**src/rtl/tow_round_ctrl_pkg.sv**
```systemverilog
// Shared state codes and width helpers for the tug-of-war round controller.
// LED and VGA decoders read state_o against tow_state_e.
package tow_round_ctrl_pkg;

    typedef enum logic [2:0] {
        ST_IDLE   = 3'd0,
        ST_ARM    = 3'd1,
        ST_WAIT   = 3'd2,
        ST_GO     = 3'd3,
        ST_RESULT = 3'd4,
        ST_OVER   = 3'd5
    } tow_state_e;

    function automatic int id_width(input int n);
        return (n > 1) ? $clog2(n) : 1;
    endfunction

    function automatic int max3(input int a, input int b, input int c);
        int m;
        m = (a > b) ? a : b;
        return (m > c) ? m : c;
    endfunction

endpackage

```
**src/rtl/tow_round_ctrl_if.sv**
```systemverilog
// Player/game-side signal bundle of the round controller.
// master drives buttons, tick, random and start; slave is the controller.
interface tow_round_ctrl_if
    import tow_round_ctrl_pkg::*;
#(
    parameter int NUM_PLAYERS = 2,
    parameter int SCORE_W     = 8,
    parameter int DELAY_W     = 8
);
    localparam int ID_W = id_width(NUM_PLAYERS);

    logic                           tick;
    logic [DELAY_W-1:0]             rand_in;
    logic [NUM_PLAYERS-1:0]         btn;
    logic                           start;
    logic                           leds_on;
    logic                           winner_valid;
    logic [ID_W-1:0]                winner_id;
    logic                           tie;
    logic                           false_start;
    logic [NUM_PLAYERS*SCORE_W-1:0] scores;
    logic                           match_over;
    logic [2:0]                     state_o;

    modport master (
        output tick, rand_in, btn, start,
        input  leds_on, winner_valid, winner_id, tie, false_start, scores, match_over, state_o
    );

    modport slave (
        input  tick, rand_in, btn, start,
        output leds_on, winner_valid, winner_id, tie, false_start, scores, match_over, state_o
    );

endinterface

```
**src/rtl/tow_round_ctrl_press_arbiter.sv**
```systemverilog
// Rising-edge press detector and first-press arbiter for the player buttons.
// Only btn_q is stored; everything else is valid in the same cycle as btn.
module tow_round_ctrl_press_arbiter
    import tow_round_ctrl_pkg::*;
#(
    parameter  int NUM_PLAYERS = 2,
    localparam int ID_W        = id_width(NUM_PLAYERS)
) (
    input  logic                   clk,
    input  logic                   rst,
    input  logic [NUM_PLAYERS-1:0] btn,
    output logic [NUM_PLAYERS-1:0] press,
    output logic                   one_hot,
    output logic                   multi,
    output logic [ID_W-1:0]        id
);

    logic [NUM_PLAYERS-1:0] btn_q;
    logic [NUM_PLAYERS-1:0] btn_d;

    always_comb btn_d = btn;

    always_ff @(posedge clk) begin
        if (!rst) begin
            btn_q <= '0;
        end else begin
            btn_q <= btn_d;
        end
    end

    always_comb begin
        press   = btn & ~btn_q;
        one_hot = (press != '0) && ((press & (press - NUM_PLAYERS'(1))) == '0);
        multi   = (press != '0) && !one_hot;
        id      = '0;
        // Scan downward so the lowest pressed index is the one left in id.
        for (int p = NUM_PLAYERS - 1; p >= 0; p--) begin
            if (press[p]) id = ID_W'(p);
        end
    end

endmodule

```
**src/rtl/tow_round_ctrl.sv**
```systemverilog
// N-player reaction-round controller: arms a round, waits a random delay,
// arbitrates the first press, penalises false starts and keeps the scores.
//
//   state  | meaning
//   IDLE   | after reset, waiting for start
//   ARM    | waiting for all buttons released, then draws the delay
//   WAIT   | random delay running; any press is a false start
//   GO     | leds lit, first press wins, timeout voids the round
//   RESULT | display hold, presses ignored
//   OVER   | someone reached WIN_SCORE, scores frozen until start
module tow_round_ctrl
    import tow_round_ctrl_pkg::*;
#(
    parameter int NUM_PLAYERS   = 2,
    parameter int SCORE_W       = 8,
    parameter int DELAY_W       = 8,
    parameter int MIN_DELAY     = 16,
    parameter int TIMEOUT_TICKS = 255,
    parameter int HOLD_TICKS    = 64,
    parameter int WIN_SCORE     = 7
) (
    input  logic             clk,
    input  logic             rst,
    tow_round_ctrl_if.slave  bus
);

    localparam int ID_W  = id_width(NUM_PLAYERS);
    localparam int CNT_W = max3(DELAY_W + 1, $clog2(TIMEOUT_TICKS + 1), $clog2(HOLD_TICKS + 1));

    localparam logic [CNT_W-1:0]   MIN_C     = CNT_W'(MIN_DELAY);
    localparam logic [CNT_W-1:0]   TIMEOUT_C = CNT_W'(TIMEOUT_TICKS);
    localparam logic [CNT_W-1:0]   HOLD_C    = CNT_W'(HOLD_TICKS);
    localparam logic [SCORE_W-1:0] WIN_C     = SCORE_W'(WIN_SCORE);

    logic [NUM_PLAYERS-1:0] press;
    logic                   one_hot;
    logic                   multi;
    logic [ID_W-1:0]        press_id;

    tow_round_ctrl_press_arbiter #(.NUM_PLAYERS(NUM_PLAYERS)) u_arb (
        .clk     (clk),
        .rst     (rst),
        .btn     (bus.btn),
        .press   (press),
        .one_hot (one_hot),
        .multi   (multi),
        .id      (press_id)
    );

    tow_state_e         state_q, state_d;
    logic [CNT_W-1:0]   cnt_q, cnt_d;
    logic [SCORE_W-1:0] score_q [NUM_PLAYERS];
    logic [SCORE_W-1:0] score_d [NUM_PLAYERS];
    logic               leds_on_q, leds_on_d;
    logic               winner_valid_q, winner_valid_d;
    logic [ID_W-1:0]    winner_id_q, winner_id_d;
    logic               tie_q, tie_d;
    logic               false_start_q, false_start_d;
    logic               match_over_q, match_over_d;
    logic               any_win;

    always_comb begin
        state_d        = state_q;
        cnt_d          = cnt_q;
        score_d        = score_q;
        winner_id_d    = winner_id_q;
        winner_valid_d = 1'b0;
        tie_d          = 1'b0;
        false_start_d  = 1'b0;
        any_win        = 1'b0;
        for (int p = 0; p < NUM_PLAYERS; p++) begin
            if (score_q[p] == WIN_C) any_win = 1'b1;
        end

        unique case (state_q)
            ST_IDLE, ST_OVER: begin
                if (bus.start) begin
                    state_d = ST_ARM;
                    for (int p = 0; p < NUM_PLAYERS; p++) score_d[p] = '0;
                end
            end
            ST_ARM: begin
                if (bus.btn == '0) begin
                    cnt_d   = MIN_C + CNT_W'(bus.rand_in);
                    state_d = ST_WAIT;
                end
            end
            ST_WAIT: begin
                if (press != '0) begin
                    false_start_d = 1'b1;
                    state_d       = ST_ARM;
                    for (int p = 0; p < NUM_PLAYERS; p++) begin
                        if (press[p] && score_q[p] != '0) score_d[p] = score_q[p] - SCORE_W'(1);
                    end
                end else if (bus.tick) begin
                    if (cnt_q == '0) begin
                        state_d = ST_GO;
                        cnt_d   = TIMEOUT_C;
                    end else begin
                        cnt_d = cnt_q - CNT_W'(1);
                    end
                end
            end
            ST_GO: begin
                // A press always beats a timeout landing on the same tick.
                if (one_hot) begin
                    winner_valid_d = 1'b1;
                    winner_id_d    = press_id;
                    state_d        = ST_RESULT;
                    cnt_d          = HOLD_C;
                    for (int p = 0; p < NUM_PLAYERS; p++) begin
                        if (press[p] && score_q[p] < WIN_C) score_d[p] = score_q[p] + SCORE_W'(1);
                    end
                end else if (multi) begin
                    tie_d   = 1'b1;
                    state_d = ST_RESULT;
                    cnt_d   = HOLD_C;
                end else if (bus.tick) begin
                    if (cnt_q == '0) begin
                        state_d = ST_RESULT;
                        cnt_d   = HOLD_C;
                    end else begin
                        cnt_d = cnt_q - CNT_W'(1);
                    end
                end
            end
            ST_RESULT: begin
                if (bus.tick) begin
                    if (cnt_q == '0) begin
                        state_d = any_win ? ST_OVER : ST_ARM;
                    end else begin
                        cnt_d = cnt_q - CNT_W'(1);
                    end
                end
            end
            default: state_d = ST_IDLE;
        endcase

        leds_on_d    = (state_d == ST_GO);
        match_over_d = (state_d == ST_OVER);
    end

    always_ff @(posedge clk) begin
        if (!rst) begin
            state_q        <= ST_IDLE;
            cnt_q          <= '0;
            for (int p = 0; p < NUM_PLAYERS; p++) score_q[p] <= '0;
            leds_on_q      <= 1'b0;
            winner_valid_q <= 1'b0;
            winner_id_q    <= '0;
            tie_q          <= 1'b0;
            false_start_q  <= 1'b0;
            match_over_q   <= 1'b0;
        end else begin
            state_q        <= state_d;
            cnt_q          <= cnt_d;
            score_q        <= score_d;
            leds_on_q      <= leds_on_d;
            winner_valid_q <= winner_valid_d;
            winner_id_q    <= winner_id_d;
            tie_q          <= tie_d;
            false_start_q  <= false_start_d;
            match_over_q   <= match_over_d;
        end
    end

    assign bus.leds_on      = leds_on_q;
    assign bus.winner_valid = winner_valid_q;
    assign bus.winner_id    = winner_id_q;
    assign bus.tie          = tie_q;
    assign bus.false_start  = false_start_q;
    assign bus.match_over   = match_over_q;
    assign bus.state_o      = state_q;

    for (genvar g = 0; g < NUM_PLAYERS; g++) begin : g_scores
        assign bus.scores[g*SCORE_W +: SCORE_W] = score_q[g];
    end

endmodule

```
**src/flat_wrapper.sv**
```systemverilog
// flat-port wrapper written by rule: the top's interface ports become plain ports
module tow_round_ctrl_flat import tow_round_ctrl_pkg::*;
#(
    parameter int NUM_PLAYERS   = 2,
    parameter int SCORE_W       = 8,
    parameter int DELAY_W       = 8,
    parameter int MIN_DELAY     = 16,
    parameter int TIMEOUT_TICKS = 255,
    parameter int HOLD_TICKS    = 64,
    parameter int WIN_SCORE     = 7
)
  (clk, rst, bus_tick, bus_rand_in, bus_btn, bus_start, bus_leds_on, bus_winner_valid, bus_winner_id, bus_tie, bus_false_start, bus_scores, bus_match_over, bus_state_o);
  tow_round_ctrl_if #(.NUM_PLAYERS(NUM_PLAYERS), .SCORE_W(SCORE_W), .DELAY_W(DELAY_W)) bus_i ();
  input  logic clk;
  input  logic rst;
  input wire logic [$bits(bus_i.tick)-1:0] bus_tick;
  input wire logic [$bits(bus_i.rand_in)-1:0] bus_rand_in;
  input wire logic [$bits(bus_i.btn)-1:0] bus_btn;
  input wire logic [$bits(bus_i.start)-1:0] bus_start;
  output wire logic [$bits(bus_i.leds_on)-1:0] bus_leds_on;
  output wire logic [$bits(bus_i.winner_valid)-1:0] bus_winner_valid;
  output wire logic [$bits(bus_i.winner_id)-1:0] bus_winner_id;
  output wire logic [$bits(bus_i.tie)-1:0] bus_tie;
  output wire logic [$bits(bus_i.false_start)-1:0] bus_false_start;
  output wire logic [$bits(bus_i.scores)-1:0] bus_scores;
  output wire logic [$bits(bus_i.match_over)-1:0] bus_match_over;
  output wire logic [$bits(bus_i.state_o)-1:0] bus_state_o;
  assign bus_i.tick = bus_tick;
  assign bus_i.rand_in = bus_rand_in;
  assign bus_i.btn = bus_btn;
  assign bus_i.start = bus_start;
  assign bus_leds_on = bus_i.leds_on;
  assign bus_winner_valid = bus_i.winner_valid;
  assign bus_winner_id = bus_i.winner_id;
  assign bus_tie = bus_i.tie;
  assign bus_false_start = bus_i.false_start;
  assign bus_scores = bus_i.scores;
  assign bus_match_over = bus_i.match_over;
  assign bus_state_o = bus_i.state_o;
  tow_round_ctrl #(.NUM_PLAYERS(NUM_PLAYERS), .SCORE_W(SCORE_W), .DELAY_W(DELAY_W), .MIN_DELAY(MIN_DELAY), .TIMEOUT_TICKS(TIMEOUT_TICKS), .HOLD_TICKS(HOLD_TICKS), .WIN_SCORE(WIN_SCORE)) u_core (.clk(clk), .rst(rst), .bus(bus_i));
endmodule
```
**config.mk**
```make
export PLATFORM = sky130hd
export DESIGN_NAME = tow_round_ctrl_flat
export DESIGN_NICKNAME = d
export VERILOG_FILES = /design/src/rtl/tow_round_ctrl_pkg.sv /design/src/rtl/tow_round_ctrl_if.sv /design/src/rtl/tow_round_ctrl_press_arbiter.sv /design/src/rtl/tow_round_ctrl.sv /design/src/flat_wrapper.sv
export SDC_FILE = /design/constraint.sdc
export NUM_CORES = 1
export LEC_CHECK = 0
export ABC_CLOCK_PERIOD_IN_PS = 5500
export CORE_AREA = 2 2 78 80
export CTS_BUF_LIST = sky130_fd_sc_hd__clkbuf_4
export DETAILED_ROUTE_END_ITERATION = 12
export DIE_AREA = 0 0 80 82
export PLACE_DENSITY = 0.72
export RECOVER_POWER = 50
export SETUP_SLACK_MARGIN = 0.5
export SLEW_MARGIN = 20
export SYNTH_ARGS = -nofsm -noshare
export SYNTH_HDL_FRONTEND = slang
export SYNTH_SLANG_ARGS = --single-unit
export TNS_END_PERCENT = 100
```
**constraint.sdc**
```tcl
create_clock -name clk -period 5.5 [get_ports clk]
set_clock_uncertainty 0.15 [all_clocks]
set_input_delay 0.825 -clock clk [delete_from_list [all_inputs] [get_ports clk]]
set_output_delay 0.825 -clock clk [all_outputs]
set_load 0.02 [all_outputs]
```
Word-level counts from Yosys, hierarchy flattened. Index checks and enable logic that the tools add are counted.

Memories: 0. Bits in read-only memories: 0. Bits in writable memories: 0. Input bits: 14. Output and inout bits: 25. Bits in registers: 36. Logic and storage cells: 110. Latch bits: 0.

Mux-type cells: 39. Add/sub/neg operators: 7. Order comparisons: 2. Shifts and indexed selects: 0. Bitwise operators: 5. Multiply operators: 0. Equal/unequal tests: 22. Divide/modulo/power cells: 0. Reduce and logical (&&, ||, !) cells: 24.

Operator list (count): $mux W9 (10); $mux W16 (3); $pmux W16 S3 (1); $mux W3 (12); $pmux W9 S4 (1); $mux W8 (4); $add A8 B1 Y8 const B (2); $eq A8 B3 Y1 const B (2); $lt A8 B3 Y1 const B (2); $reduce_bool A8 Y1 (2); $sub A8 B1 Y8 const B (2); $pmux W3 S5 (1); $ne A2 B1 Y1 const B (7); $reduce_and A6 Y1 (2); $ne A2 B2 Y1 const B (5); $add A5 B8 Y9 const A (1); $eq A3 B2 Y1 const B (3); $eq A3 B3 Y1 const B (3); $logic_not A9 Y1 (1); $sub A9 B1 Y9 const B (1); $mux W1 (7); $reduce_and A7 Y1 (1); $logic_and A1 B1 Y1 (6); $reduce_and A2 Y1 (3); 14 further kinds (17).

Logic depth before layout (Yosys ltp).
Depth in word-level cells: 12. Depth in mapped cells: 11. Gate-level depth less buffers: 9.

Cells and area by module. A second synthesis with hierarchy kept.

Cell total of the unflattened synthesis: 313. Area total of the unflattened synthesis: 2529.9 um2.

By module, submodules not included: tow_round_ctrl (seq. area each 680.7 um2, instances 1, area each 2429.8 um2, cells an instance 303); tow_round_ctrl_press_arbiter (seq. area each 40.0 um2, instances 1, area each 100.1 um2, cells an instance 10).

Least setup slack after synthesis. OpenSTA, ideal clock, no wires.

Path kind: register to register. From: reg u_core.state_q[0], in the netlist u_core.bus.state_o[0]. To: reg u_core.score_q, in the netlist u_core.bus.scores[14]. Setup time: 101 ps. Required time: 5249 ps. Cell stages (with the launch flop): 11. Arrival time: 2963 ps. Setup slack: 2286 ps. Path buffers: 3. Cell sequence: dfxtp_1 > buf_2 > buf_1 > clkbuf_1 > nand2_1 > ha_1 > nor2b_1 > o31a_1 > o21a_1 > o21a_1 > o41ai_1.

Longest elaborated chain between the ends: 4. Elaborated cells on any way between the ends: 13.

Ends and longest elaborated chain: start: declaration (line tow_round_ctrl.sv:50) `tow_state_e state_q, state_d;`; start signal: assignment (line tow_round_ctrl.sv:155) `state_q <= state_d;`; $eq A3 B3 Y1 or $logic_not A3 Y1 (tied branches) (line tow_round_ctrl.sv:75) `unique case (state_q)`; $reduce_or A2 Y1 (line tow_round_ctrl.sv:75); $ne A2 B2 Y1 (no source line) or $reduce_bool A3 Y1 (tied branches); $reduce_and A6 Y1 (no source line); end signal: assignment (line tow_round_ctrl.sv:157) `score_q <= score_d;`; end: declaration (line tow_round_ctrl.sv:52) `logic [SCORE_W-1:0] score_q [NUM_PLAYERS];`.

Several ways; a longest one is shown, not always the timed one. A chain may end at the register's enable or synchronous reset.

Worst setup path after layout.
From: reg u_core.state_q[1], in the netlist u_core.bus.state_o[1]. To: reg u_core.score_q, in the netlist u_core.bus.scores[14].

The elaborated chain is that of the path after synthesis.

==> out/summary.txt <==
status -> completed
Final Setup Violations -> 0
layout cells sized above 1 -> 0.0556
die area -> 6560 sq um
Max clock buf depth -> 2
first-pass GRT wire length -> 12000 microns
Initial DRC Count -> 172
Simple-Gate Fraction of Synth Area -> 0.266
Synth Instances -> 344
Core Region -> 5750 sq um
number of synthesized register bits -> 36
CTS Root Cell -> clkbuf_4
critical setup path kind -> flop to flop
Tmin final -> 4.08 ns
fraction of registers with async set/reset -> 0
largest family of logic cells by synthesized area -> compound AO/OA/AOI/OAI gates
Num CTS Buffers -> 5
HPWL after DPL -> 5050 microns
Compound-Gate Fraction of Synth Area -> 0.275
IO Count -> 39
setup TNS -> 0 ns
worst slew pin tran -> 0.913 ns
vias in the first global route -> 2528
Area growth syn-to-layout -> 18.1%
Remaining Overflow, GRT -> 0
Post-Route WL -> 7220 microns
Post-synth EDFFs -> 0
I/O Buffers -> 38
chip height -> 82 microns
critical path arrival -> 4.18 ns
initial antenna violation count -> 0
Avg Cell Area, Syn -> 8.07 sq um
Routability Congestion -> 0.888
vias per cell -> 6.21
count of antenna-violating nets left after detailed routing -> 0
Synth top cells by count -> dfxtp_1, a21oi_1, inv_1, nand2_1, nand4_1
Pre-antenna DRT Iters -> 4
xor and xnor area share after synthesis -> 0.0284
Synth Area in Adders -> 0.0910
mux cell area share after synthesis -> 0.0297
starting density of the core -> 0.483
fmax -> 245 MHz
area leader, netlist -> dfxtp_1
RSZ-0062 raised after global routing -> false
final worst setup slack -> 1.42 ns
CTS resizes -> 0
peak fanout along the critical path -> 19
P_leak -> 1.26 nW
crit end category -> flop
nets@finish -> 410
Seq/Total Area, Yosys -> 0.259
post-CTS setup repair buffer count -> 0
final hold violations -> 0
Worst EP required -> 5.60 ns
final instance area -> 3280 sq um
clk sinks -> 36
largest net degree at the start of global routing -> 31
worst slack, placed -> 1.91 ns
CTS tree -> yes
via count -> 2813
power per standard cell area -> 191 nW/um^2
Top delay family on crit path -> buffers and inverters
wire per inst -> 15.9 microns
DRC violations left -> 0
Worst Setup Start Kind -> flop
Clk Latency, worst-skew pair -> 0.35 ns
Slew Limit Fails -> 0
cell breakdown of the critical path -> nor2b_1, clkbuf_1, nand2_1, inv_1, fa_1, nor2b_1, o31a_1, o21a_1, o21a_1, o41ai_1
Synth top area share -> 0.259
Final period util -> 0.741
Rows -> 28
flop-to-flop setup slack -> 1.42 ns
Synth Flop Type -> dfxtp_1
Cell Area, Placed -> 3210 sq um
count leader, synth -> dfxtp_1
Max rail drop VDD -> 0.105 mV
Post-Syn Nets -> 377
CP max stage delay -> 0.70 ns
Syn Std Cell Area -> 2780 sq um
Slowest cell on crit path -> clkbuf_1
CP Buf/Inv Count -> 2
H-tree depth -> 2
Total Routing Usage GR -> 0.231
min-delay worst type -> flop to flop
Post-CTS Hold Fix Bufs -> 0
Synth Warn # -> 0
most area-consuming cells after synthesis -> dfxtp_1, ha_1, a21oi_1, nand4_1, o21ai_0
die width -> 80 microns
worst rel slew slack -> 0.391
CTS clk-pin slew, worst paths -> 0.13 ns
Yosys cell types -> 60
max cap viols -> 0
Min Hold Slack -> 0.356 ns
diode count -> 0
Pwr Total -> 0.000626 W
-- path summary, 6_finish.rpt --
check / to / startpoint / cells after the start
hold reg to reg: u_core.bus.winner_id / u_core.bus.winner_id / 2
hold / removal: u_core.bus.winner_id / u_core.bus.winner_id / 2
setup / recovery: u_core.bus.scores[14] / u_core.bus.state_o[1] / 10
setup reg to reg: u_core.bus.scores[14] / u_core.bus.state_o[1] / 10
-- layout make-up --
type / count / area [sq um]
timing repair buffer: 41 / 399
multi-input combinational: 273 / 1920
inverter: 20 / 75.1
tap: 75 / 93.8
fill: 531 / 2470
clock inverter: 3 / 37.5
sequential: 36 / 721
clock buffer: 5 / 37.5
-- through the flow --
stage | cells | utilization
after floorplan | 344 | -
after global placement | 445 | 0.558
after detailed placement | 445 | 0.558
after CTS | 453 | 0.571
after global routing | 453 | 0.571
final | 453 | 0.571
-- worst register-to-register path: stages, from the launching register on --
cell,delay [ns]
dfxtp_1,0.60
nor2b_1,0.19
clkbuf_1,0.70
nand2_1,0.65
inv_1,0.38
fa_1,0.29
nor2b_1,0.08
o31a_1,0.26
o21a_1,0.19
o21a_1,0.17
o41ai_1,0.33
-- cell usage in the layout, fill, tap and decap left out, types with 6 or more instances in the layout --
cell	n
dfxtp_1	36
a21oi_1	31
dlygate4sd3_1	26
inv_1	20
nand2_1	20
nand4_1	19
o21ai_0	18
ha_1	17
nor2_1	16
clkdlybuf4s50_1	12
o21a_1	10
nand3_1	9
nor2b_1	7
nor4_1	7
or4_1	7
o211ai_1	7
nand2b_1	6
mux2i_1	6
nor3_1	6
-- sequential cells by signal, indices dropped and copies added (netlist names) --
signal,cells
u_core.bus.winner_id,1
u_core.bus.leds_on,1
u_core.cnt_q,9
u_core.bus.winner_valid,1
u_core.bus.false_start,1
u_core.bus.scores,16
u_core.u_arb.btn_q,2
u_core.bus.match_over,1
u_core.bus.tie,1
u_core.bus.state_o,3
-- power breakdown --
group	switching [W]	internal, W
Clock	0.0000981	0.0000929
Combinational	0.0000928	0.0000660
Sequential	0.00000824	0.000267
Total	0.000199	0.000426
-- routing by layer --
metal  GRT usage  share of wire  vias to the layer above
met5           0              0                        -
met4      0.0797          0.013                        0
met3      0.0407          0.044                        8
met2       0.367           0.46                       83
met1       0.316           0.48                     1325
li1            -              -                     1397
-- logic make-up (layout without fill, tap and decap cells) --
family                   Yosys count  count (layout)
AO/OA/AOI/OAI                    111             111
XOR/XNOR                           9               9
adder cells (fa/ha/maj)           19              19
buffers and inverters             35              69
flip-flops                        36              36
multiplexers                       8               8
AND/OR/NAND/NOR                  126             126
Note: power is estimated with default switching activity, not from simulation.
